`src/rtl/mips_multicycle_ctl.sv`:
```
`default_nettype none
// ============================================================================
//  Module   : mips_multicycle_ctl
//  Purpose  : Moore-style control FSM for the multi-cycle MIPS datapath.
//             Sequences fetch/decode/execute/memory/writeback and drives
//             all datapath enables, mux selects and the 4-bit ALU opcode.
//  Options  : MIPS_CTL_BNE_EN - when defined, opcode 0x05 (bne) is decoded
//             as a branch; otherwise it is treated as an illegal opcode.
//  Revision : 1.0 - initial release
// ============================================================================
module mips_multicycle_ctl #(
  parameter bit ILLEGAL_HALT = 1'b0
) (
  input  logic       clk,
  input  logic       rst_n,
  input  logic [5:0] opcode,
  input  logic [5:0] funct,
  input  logic       zero,
  output logic       pc_en,
  output logic       iord,
  output logic       memread,
  output logic       memwrite,
  output logic       irwrite,
  output logic       regdst,
  output logic       memtoreg,
  output logic       regwrite,
  output logic       alusrca,
  output logic [1:0] alusrcb,
  output logic       ext_zero,
  output logic [1:0] pcsrc,
  output logic [3:0] aluctl,
  output logic       illegal,
  output logic [3:0] state
);

`ifdef MIPS_CTL_BNE_EN
  localparam bit BNE_EN = 1'b1;
`else
  localparam bit BNE_EN = 1'b0;
`endif

  localparam logic [5:0] OP_RTYPE = 6'h00;
  localparam logic [5:0] OP_J     = 6'h02;
  localparam logic [5:0] OP_BEQ   = 6'h04;
  localparam logic [5:0] OP_BNE   = 6'h05;
  localparam logic [5:0] OP_ADDI  = 6'h08;
  localparam logic [5:0] OP_SLTI  = 6'h0A;
  localparam logic [5:0] OP_ANDI  = 6'h0C;
  localparam logic [5:0] OP_ORI   = 6'h0D;
  localparam logic [5:0] OP_LUI   = 6'h0F;
  localparam logic [5:0] OP_LW    = 6'h23;
  localparam logic [5:0] OP_SW    = 6'h2B;

  typedef enum logic [3:0] {
    S_FETCH  = 4'd0,
    S_DECODE = 4'd1,
    S_MEMADR = 4'd2,
    S_MEMRD  = 4'd3,
    S_MEMWB  = 4'd4,
    S_MEMWR  = 4'd5,
    S_RTEX   = 4'd6,
    S_RTWB   = 4'd7,
    S_BRANCH = 4'd8,
    S_IMMEX  = 4'd9,
    S_IMMWB  = 4'd10,
    S_JUMP   = 4'd11,
    S_HALT   = 4'd12
  } state_t;

  state_t     state_q, state_d;
  state_t     w_illegal_next;
  logic       w_is_mem, w_is_rtype, w_is_branch, w_is_bne, w_is_imm, w_is_jump;
  logic       w_funct_ok;
  logic [3:0] w_rt_aluctl;
  logic [3:0] w_imm_aluctl;
  logic       w_imm_ext_zero;

  assign w_illegal_next = ILLEGAL_HALT ? S_HALT : S_FETCH;
  assign w_is_mem       = (opcode == OP_LW) || (opcode == OP_SW);
  assign w_is_rtype     = (opcode == OP_RTYPE);
  assign w_is_bne       = BNE_EN && (opcode == OP_BNE);
  assign w_is_branch    = (opcode == OP_BEQ) || w_is_bne;
  assign w_is_imm       = (opcode == OP_ADDI) || (opcode == OP_SLTI) ||
                          (opcode == OP_ANDI) || (opcode == OP_ORI)  ||
                          (opcode == OP_LUI);
  assign w_is_jump      = (opcode == OP_J);
  assign state          = state_q;

  // R-type funct to ALU operation; unknown funct flags the instruction illegal
  always_comb begin
    w_funct_ok  = 1'b1;
    w_rt_aluctl = 4'd2;
    case (funct)
      6'h20:   w_rt_aluctl = 4'd2;
      6'h22:   w_rt_aluctl = 4'd6;
      6'h24:   w_rt_aluctl = 4'd0;
      6'h25:   w_rt_aluctl = 4'd1;
      6'h27:   w_rt_aluctl = 4'd12;
      6'h2A:   w_rt_aluctl = 4'd7;
      default: w_funct_ok  = 1'b0;
    endcase
  end

  // Immediate-class ALU operation and extension mode, shared by IMMEX and IMMWB
  always_comb begin
    w_imm_aluctl   = 4'd2;
    w_imm_ext_zero = 1'b0;
    case (opcode)
      OP_SLTI: w_imm_aluctl = 4'd7;
      OP_ANDI: begin w_imm_aluctl = 4'd0; w_imm_ext_zero = 1'b1; end
      OP_ORI:  begin w_imm_aluctl = 4'd1; w_imm_ext_zero = 1'b1; end
      OP_LUI:  begin w_imm_aluctl = 4'd4; w_imm_ext_zero = 1'b1; end
      default: w_imm_aluctl = 4'd2;
    endcase
  end

  // Next-state and Moore output decode; side-effecting strobes are gated by reset
  always_comb begin
    state_d  = state_q;
    pc_en    = 1'b0;
    iord     = 1'b0;
    memread  = 1'b0;
    memwrite = 1'b0;
    irwrite  = 1'b0;
    regdst   = 1'b0;
    memtoreg = 1'b0;
    regwrite = 1'b0;
    alusrca  = 1'b0;
    alusrcb  = 2'b00;
    ext_zero = 1'b0;
    pcsrc    = 2'b00;
    aluctl   = 4'd2;
    illegal  = 1'b0;
    case (state_q)
      S_FETCH: begin
        memread = 1'b1;
        irwrite = 1'b1;
        alusrcb = 2'b01;
        pc_en   = 1'b1;
        state_d = S_DECODE;
      end
      S_DECODE: begin
        alusrcb = 2'b11;
        if (w_is_mem)         state_d = S_MEMADR;
        else if (w_is_rtype)  state_d = S_RTEX;
        else if (w_is_branch) state_d = S_BRANCH;
        else if (w_is_imm)    state_d = S_IMMEX;
        else if (w_is_jump)   state_d = S_JUMP;
        else begin
          illegal = 1'b1;
          state_d = w_illegal_next;
        end
      end
      S_MEMADR: begin
        alusrca = 1'b1;
        alusrcb = 2'b10;
        state_d = (opcode == OP_LW) ? S_MEMRD : S_MEMWR;
      end
      S_MEMRD: begin
        memread = 1'b1;
        iord    = 1'b1;
        state_d = S_MEMWB;
      end
      S_MEMWB: begin
        regwrite = 1'b1;
        memtoreg = 1'b1;
        state_d  = S_FETCH;
      end
      S_MEMWR: begin
        memwrite = 1'b1;
        iord     = 1'b1;
        state_d  = S_FETCH;
      end
      S_RTEX: begin
        alusrca = 1'b1;
        aluctl  = w_rt_aluctl;
        if (w_funct_ok) state_d = S_RTWB;
        else begin
          illegal = 1'b1;
          state_d = w_illegal_next;
        end
      end
      S_RTWB: begin
        regdst   = 1'b1;
        regwrite = 1'b1;
        state_d  = S_FETCH;
      end
      S_BRANCH: begin
        alusrca = 1'b1;
        aluctl  = 4'd6;
        pcsrc   = 2'b01;
        pc_en   = w_is_bne ? ~zero : zero;
        state_d = S_FETCH;
      end
      S_IMMEX: begin
        alusrca  = 1'b1;
        alusrcb  = 2'b10;
        aluctl   = w_imm_aluctl;
        ext_zero = w_imm_ext_zero;
        state_d  = S_IMMWB;
      end
      S_IMMWB: begin
        regwrite = 1'b1;
        aluctl   = w_imm_aluctl;
        ext_zero = w_imm_ext_zero;
        state_d  = S_FETCH;
      end
      S_JUMP: begin
        pcsrc   = 2'b10;
        pc_en   = 1'b1;
        state_d = S_FETCH;
      end
      S_HALT:  state_d = S_HALT;
      default: state_d = S_FETCH;
    endcase
    if (!rst_n) begin
      pc_en    = 1'b0;
      memread  = 1'b0;
      memwrite = 1'b0;
      irwrite  = 1'b0;
      regwrite = 1'b0;
      illegal  = 1'b0;
    end
  end

  // State register; reset returns to FETCH immediately
  always_ff @(posedge clk or negedge rst_n) begin
    if (!rst_n) state_q <= S_FETCH;
    else        state_q <= state_d;
  end

endmodule
`default_nettype wire

```
`config.mk`:
```
export PLATFORM = sky130hd
export DESIGN_NAME = mips_multicycle_ctl
export DESIGN_NICKNAME = d
export VERILOG_FILES = /design/src/rtl/mips_multicycle_ctl.sv
export SDC_FILE = /design/constraint.sdc
export NUM_CORES = 1
export LEC_CHECK = 0
export BUFFER_PORTS_ARGS = -buffer_cell sky130_fd_sc_hd__buf_2
export CAP_MARGIN = 5
export CORE_MARGIN = 2
export CORE_UTILIZATION = 49
export CTS_CLUSTER_DIAMETER = 40
export DETAILED_ROUTE_END_ITERATION = 6
export HOLD_SLACK_MARGIN = 0.08
export MAX_ROUTING_LAYER = met4
export PLACE_DENSITY = 0.84
export SLEW_MARGIN = 10
export SYNTH_ARGS = -nofsm -noshare
export SYNTH_HDL_FRONTEND = slang
export SYNTH_SLANG_ARGS = --single-unit
```
`constraint.sdc`:
```
create_clock -name clk -period 3.5 [get_ports clk]
set_input_delay 0.35 -clock clk [delete_from_list [all_inputs] [get_ports clk]]
set_output_delay 0.35 -clock clk [all_outputs]
set_load 0.05 [all_outputs]
```
After elaboration in Yosys (flattened, before gate mapping)

Cells that the tools add are included.

Register bits after elaboration: 4
Input bits: 15
Output and inout port bits: 23
Word-level logic and storage cells: 82

Equal/unequal tests: 27
Muxes and demuxes: 38
Reduce and logical (&&, ||, !) cells: 16

Operators by type and width:

| operator                                                              | number |
|---|---|
| 6-bit equality test, second input constant                            | 8 |
| 6-bit by 4-bit equality test with 1-bit output, second input constant | 5 |
| 4-bit case mux with 7 select lines                                    | 1 |
| 1-bit 2-to-1 mux                                                      | 23 |
| 4-bit equality test, second input constant                            | 5 |
| 4-bit 2-to-1 mux                                                      | 5 |
| 4-bit case mux with 5 select lines                                    | 1 |
| 4-bit by 3-bit equality test with 1-bit output, second input constant | 4 |
| 3-bit case mux with 4 select lines                                    | 1 |
| 4-bit case mux with 3 select lines                                    | 1 |
| 2-bit OR reduction                                                    | 5 |
| 4-bit by 2-bit equality test with 1-bit output, second input constant | 2 |
| 6-bit by 2-bit equality test with 1-bit output, second input constant | 1 |
| 6-bit by 3-bit equality test with 1-bit output, second input constant | 1 |
| 6-bit zero test                                                       | 1 |
| 3-bit 2-to-1 mux                                                      | 2 |
| 2-bit case mux with 3 select lines                                    | 1 |
| 3-bit OR reduction                                                    | 2 |
| 6-bit OR reduction                                                    | 1 |
| 1-bit logical OR                                                      | 5 |
| 4-bit by 1-bit equality test with 1-bit output, second input constant | 1 |
| 4-bit zero test                                                       | 1 |
| 1-bit case mux with 2 select lines                                    | 2 |
| 2-bit case mux with 2 select lines                                    | 1 |
| 4-bit OR reduction                                                    | 1 |

Depth between registers and ports, before layout

Depth in word-level cells: 11
Gate-level depth with buffers: 5
Mapped depth without buffers: 4

Least setup slack after synthesis

No wires, ideal clock.

Path kind: reg-to-output
Start point: register state_q[2], in the netlist state[2]
End point: output aluctl[2]
Arrival: 2.607 ns
Required time: 3.150 ns
Slack: 0.543 ns
Cell stages (with the launch flop): 5
Buffers on the path: 0
Path through: dfrtp_1 > nand2b_1 > nor3_1 > o21bai_1 > a31o_1

Word-level cells in the longest chain between the ends: 3
Elaborated cells between the ends (all ways): 6
Those cells by class: eq/ne: 4; mux: 1; reduce/logical: 1

Ends and longest elaborated chain:

| element                              | RTL line | source |
|---|---|---|
| from (decl)                          | 70       | `state_t state_q, state_d;` |
| from (signal assigned)               | 229      | `else state_q <= state_d;` |
| 4-bit equality test                  | 134      | `case (state_q)` |
| 2-bit OR reduction (no source line)  | n/a      |  |
| 4-bit case mux with 3 select lines * | 134      |  |
| to (decl)                            | 31       | `output logic [3:0] aluctl,` |

Mark *: on every way between the ends. The rest lies on a longest branch, timed or not.

Worst setup path after layout

Start point: register state_q[0], in the netlist state[0]
End point: output aluctl[2]

The elaborated chain is that of the path after synthesis.

==> flow_summary.toml <==
[outcome]
status = "completed"

[cts]
post_cts_buffers = 0
clockRootBuffer = "clkbuf_4"
h-tree-depth = 1
clkTransAtPathRegs_ns = 0.04
cts_buffers = 3
cts.sink_count = 4
insertion_delay_ns = 0.23
cts_buffer_depth = 2
tritoncts = "yes"

[layout]
antenna_cells = 0
fill_cells = 142
largest_register_ff_count = 4
drive_above_1_share_pct = 39.0
nets = 153
syn_to_final_growth_pct = 21.5
layoutNonFillerInstCount = 152

[drt]
dr_wl_met3_um = 125
top_layer = "met3"
drc = 0
wirelength_met1_um = 891
firstDrtPassIters = 4
viasPerCell = 5.81
wl_met2_um = 897
via_count = 883
wirelength_mm = 1.92
wl_per_cell_um = 12.6
first_iter_violations = 25
final_antenna_net_count = 0

[global_routing]
grt_pass1_wl_mm = 3.23
antenna_found_initial = 0
gr-total-overflow = 0
grt_max_degree = 19
grt_pass1_vias = 747
grt.total_usage_pct = 21.8

[sta]
worst_slew_pin_slew_ns = 0.690
rsz0062_at_grt = "no"
setup_viol = 0
slew_headroom_pct = 54.0
period_needed_ns = 2.28
fin_setup_tns_ns = 0
fmax_mhz = 439
slew_viol_final = 0
hold_viol_final = 0
finalClockSkew_ns = 0.00207
fin_crit_sh_pct = 65.1

[floorplanning]
dieArea_mm2 = 0.00192
die_w_um = 43.9
fp.dieH_um = 43.9
rows = 14
ios = 38
core_area_mm2 = 0.00149
initial_core_util_pct = 52.3

[worst_setup_path]
critical_path_arrival_ns = 1.93
cp_max_fo = 18
cp-end-kind = "output port"
critical_path_class = "flop to output port"
critPathLaunchType = "flop"
slowest_stage = "dfrtp_1"
crit_chain = "xor2_2 -> nand4_1 -> o21bai_1 -> a31o_1 -> buf_2"
crit_required_ns = 3.15
slowest_delay_ns = 0.78

[synth]
syn-cell-area_um2 = 778
synth-simple-area-share_pct = 44.9
syn_avg_cell_area_um2 = 7.48
synthAdderAreaFrac_pct = 0
ys_seq_area_share_pct = 12.9
synth_mux_area_share_pct = 4.02
synth_xor_xnor_area_share_pct = 4.34
synth-compound-area-share_pct = 23.5
syn_nets = 119
synth_top_family_by_area = "simple AND/OR/NAND/NOR gates"
syn-instance-count = 104
synth_warnings = 0
synth_cell_types = 48
ys_ff_latch = 4

[min_path]
hold_class = "primary input to async pin"

[power_and_ir_drop]
p_leak_nw = 0.455
ir_drop_uv = 299
p_per_area_mw_per_mm2 = 708

[placement]
dp_cells = 148
hpwl_mm = 1.49
port_buffers = 37
globalplace.congestion = 0.824

[run]
drv_cap = 0
-- Yosys cell counts, drive strengths merged --
library cell	count	area, um2
buf	9	70.1
nand2b	5	41.3
o211ai	2	20.0
o21bai	1	7.51
nor3	9	55.1
o22ai	2	18.8
nand3b	4	33.8
mux2	1	11.3
nand3	3	15.0
nor4b	1	23.8
o21ai	6	30.0
inv	3	11.3
nor2	11	43.8
and3	3	23.8
a31o	2	17.5
a211o	1	8.76
nand2	10	37.5
xnor2	1	8.76
o221ai	1	8.76
and2b	1	7.51
nor3b	2	15.0
or3b	1	8.76
nand4	2	12.5
nor4	2	12.5
o311ai	1	8.76
mux2i	2	20.0
a21boi	1	11.3
o31ai	1	7.51
nor2b	3	18.8
xor2	2	25.0
o32ai	1	8.76
o22a	1	8.76
dfrtp	4	100
a21oi	4	20.0
a31oi	1	6.26
-- per-stage QoR --
step | hold slack (ns) | total power [mW] | setup slack, ns | cell area, um2 | util (%)
floorplan | 0.0544 | 0.533 | 0.543 | 778 | -
global placement | 0.186 | 0.604 | 1.48 | 913 | 61.3
detailed placement | 0.186 | 0.612 | 1.49 | 913 | 61.3
CTS | 0.477 | 0.671 | 1.23 | 946 | 63.5
global route | 0.500 | 0.710 | 1.07 | 946 | 63.5
finish | 0.479 | 0.670 | 1.22 | 946 | 63.5
-- path summary, 6_finish.rpt --
kind                                 from   endpoint  slack (ns)  cells past startpoint
worst max-delay path             state[0]  aluctl[2]        1.22                      5
worst min-delay path                rst_n   state[0]        0.48                      2
worst max register to register   state[3]   state[0]        2.05                      4
worst min register to register   state[3]   state[0]        0.78                      1
max in group asynchronous           rst_n   state[1]        2.87                      2
min in group clk                opcode[4]   state[1]        0.51                      4
-- layer usage --
metal	global-route usage, %	vias to the layer above
met2	34.1	31
met4	3.64	0
li1	-	452
met1	31.4	400
met5	-	-
met3	1.25	0
-- cell families (layout without fill, tap and decap cells) --
kind of cell | Yosys count | after routing
and+or+nand+nor | 57 | 57
AOI/OAI and AO/OA | 25 | 25
buffers and inverters | 12 | 44
DFF | 4 | 4
xor gates and xnor gates | 3 | 3
muxes | 3 | 3
-- worst max-delay path, delay by kind of cell (launching register included) --
family                 cells  cell delay, ns
XOR/XNOR                   1            0.23
AND/OR/NAND/NOR            1            0.16
buffers and inverters      1            0.25
flip-flops                 1            0.78
AO/OA/AOI/OAI              2            0.28
-- timing repair --
action | in CTS | in global routing
resized for setup | 0 | 0
hold buffers | 1 | 0
endpoints found under the hold margin | 4 | 0
-- layout make-up --
| type | instances | area, um2 | share of cell area [%] |
|---|---|---|---|
| sequential | 4 | 100 | 10.6 |
| multi-input combinational | 88 | 597 | 63.1 |
| inverter | 3 | 11.3 | 1.19 |
| clock buffer | 3 | 22.5 | 2.38 |
| tap | 16 | 20.0 | 2.12 |
| timing repair buffer | 38 | 195 | 20.6 |
-- power breakdown --
group          internal, mW  switching (mW)  leakage (nW)  total [mW]
combinational         0.132           0.350         0.388       0.482
clock                0.0382          0.0172        0.0138      0.0555
sequential           0.0598          0.0728        0.0529       0.133
-- layout by cell type, fill, tap and decap left out, types with 2 or more instances in the layout --
cell	instances
nor3_2	2
dfrtp_1	4
nor2b_1	3
o21ai_0	4
o21ai_1	2
nand2b_1	3
mux2i_1	2
a31o_1	2
nand3_1	3
nor2_1	10
and3_1	2
nor4_1	2
inv_1	2
nor3b_1	2
nor3_1	7
clkbuf_4	3
nand2_1	10
nand4_1	2
nand3b_1	3
buf_2	37
a21oi_1	4
(Power assumes the default switching activity.)
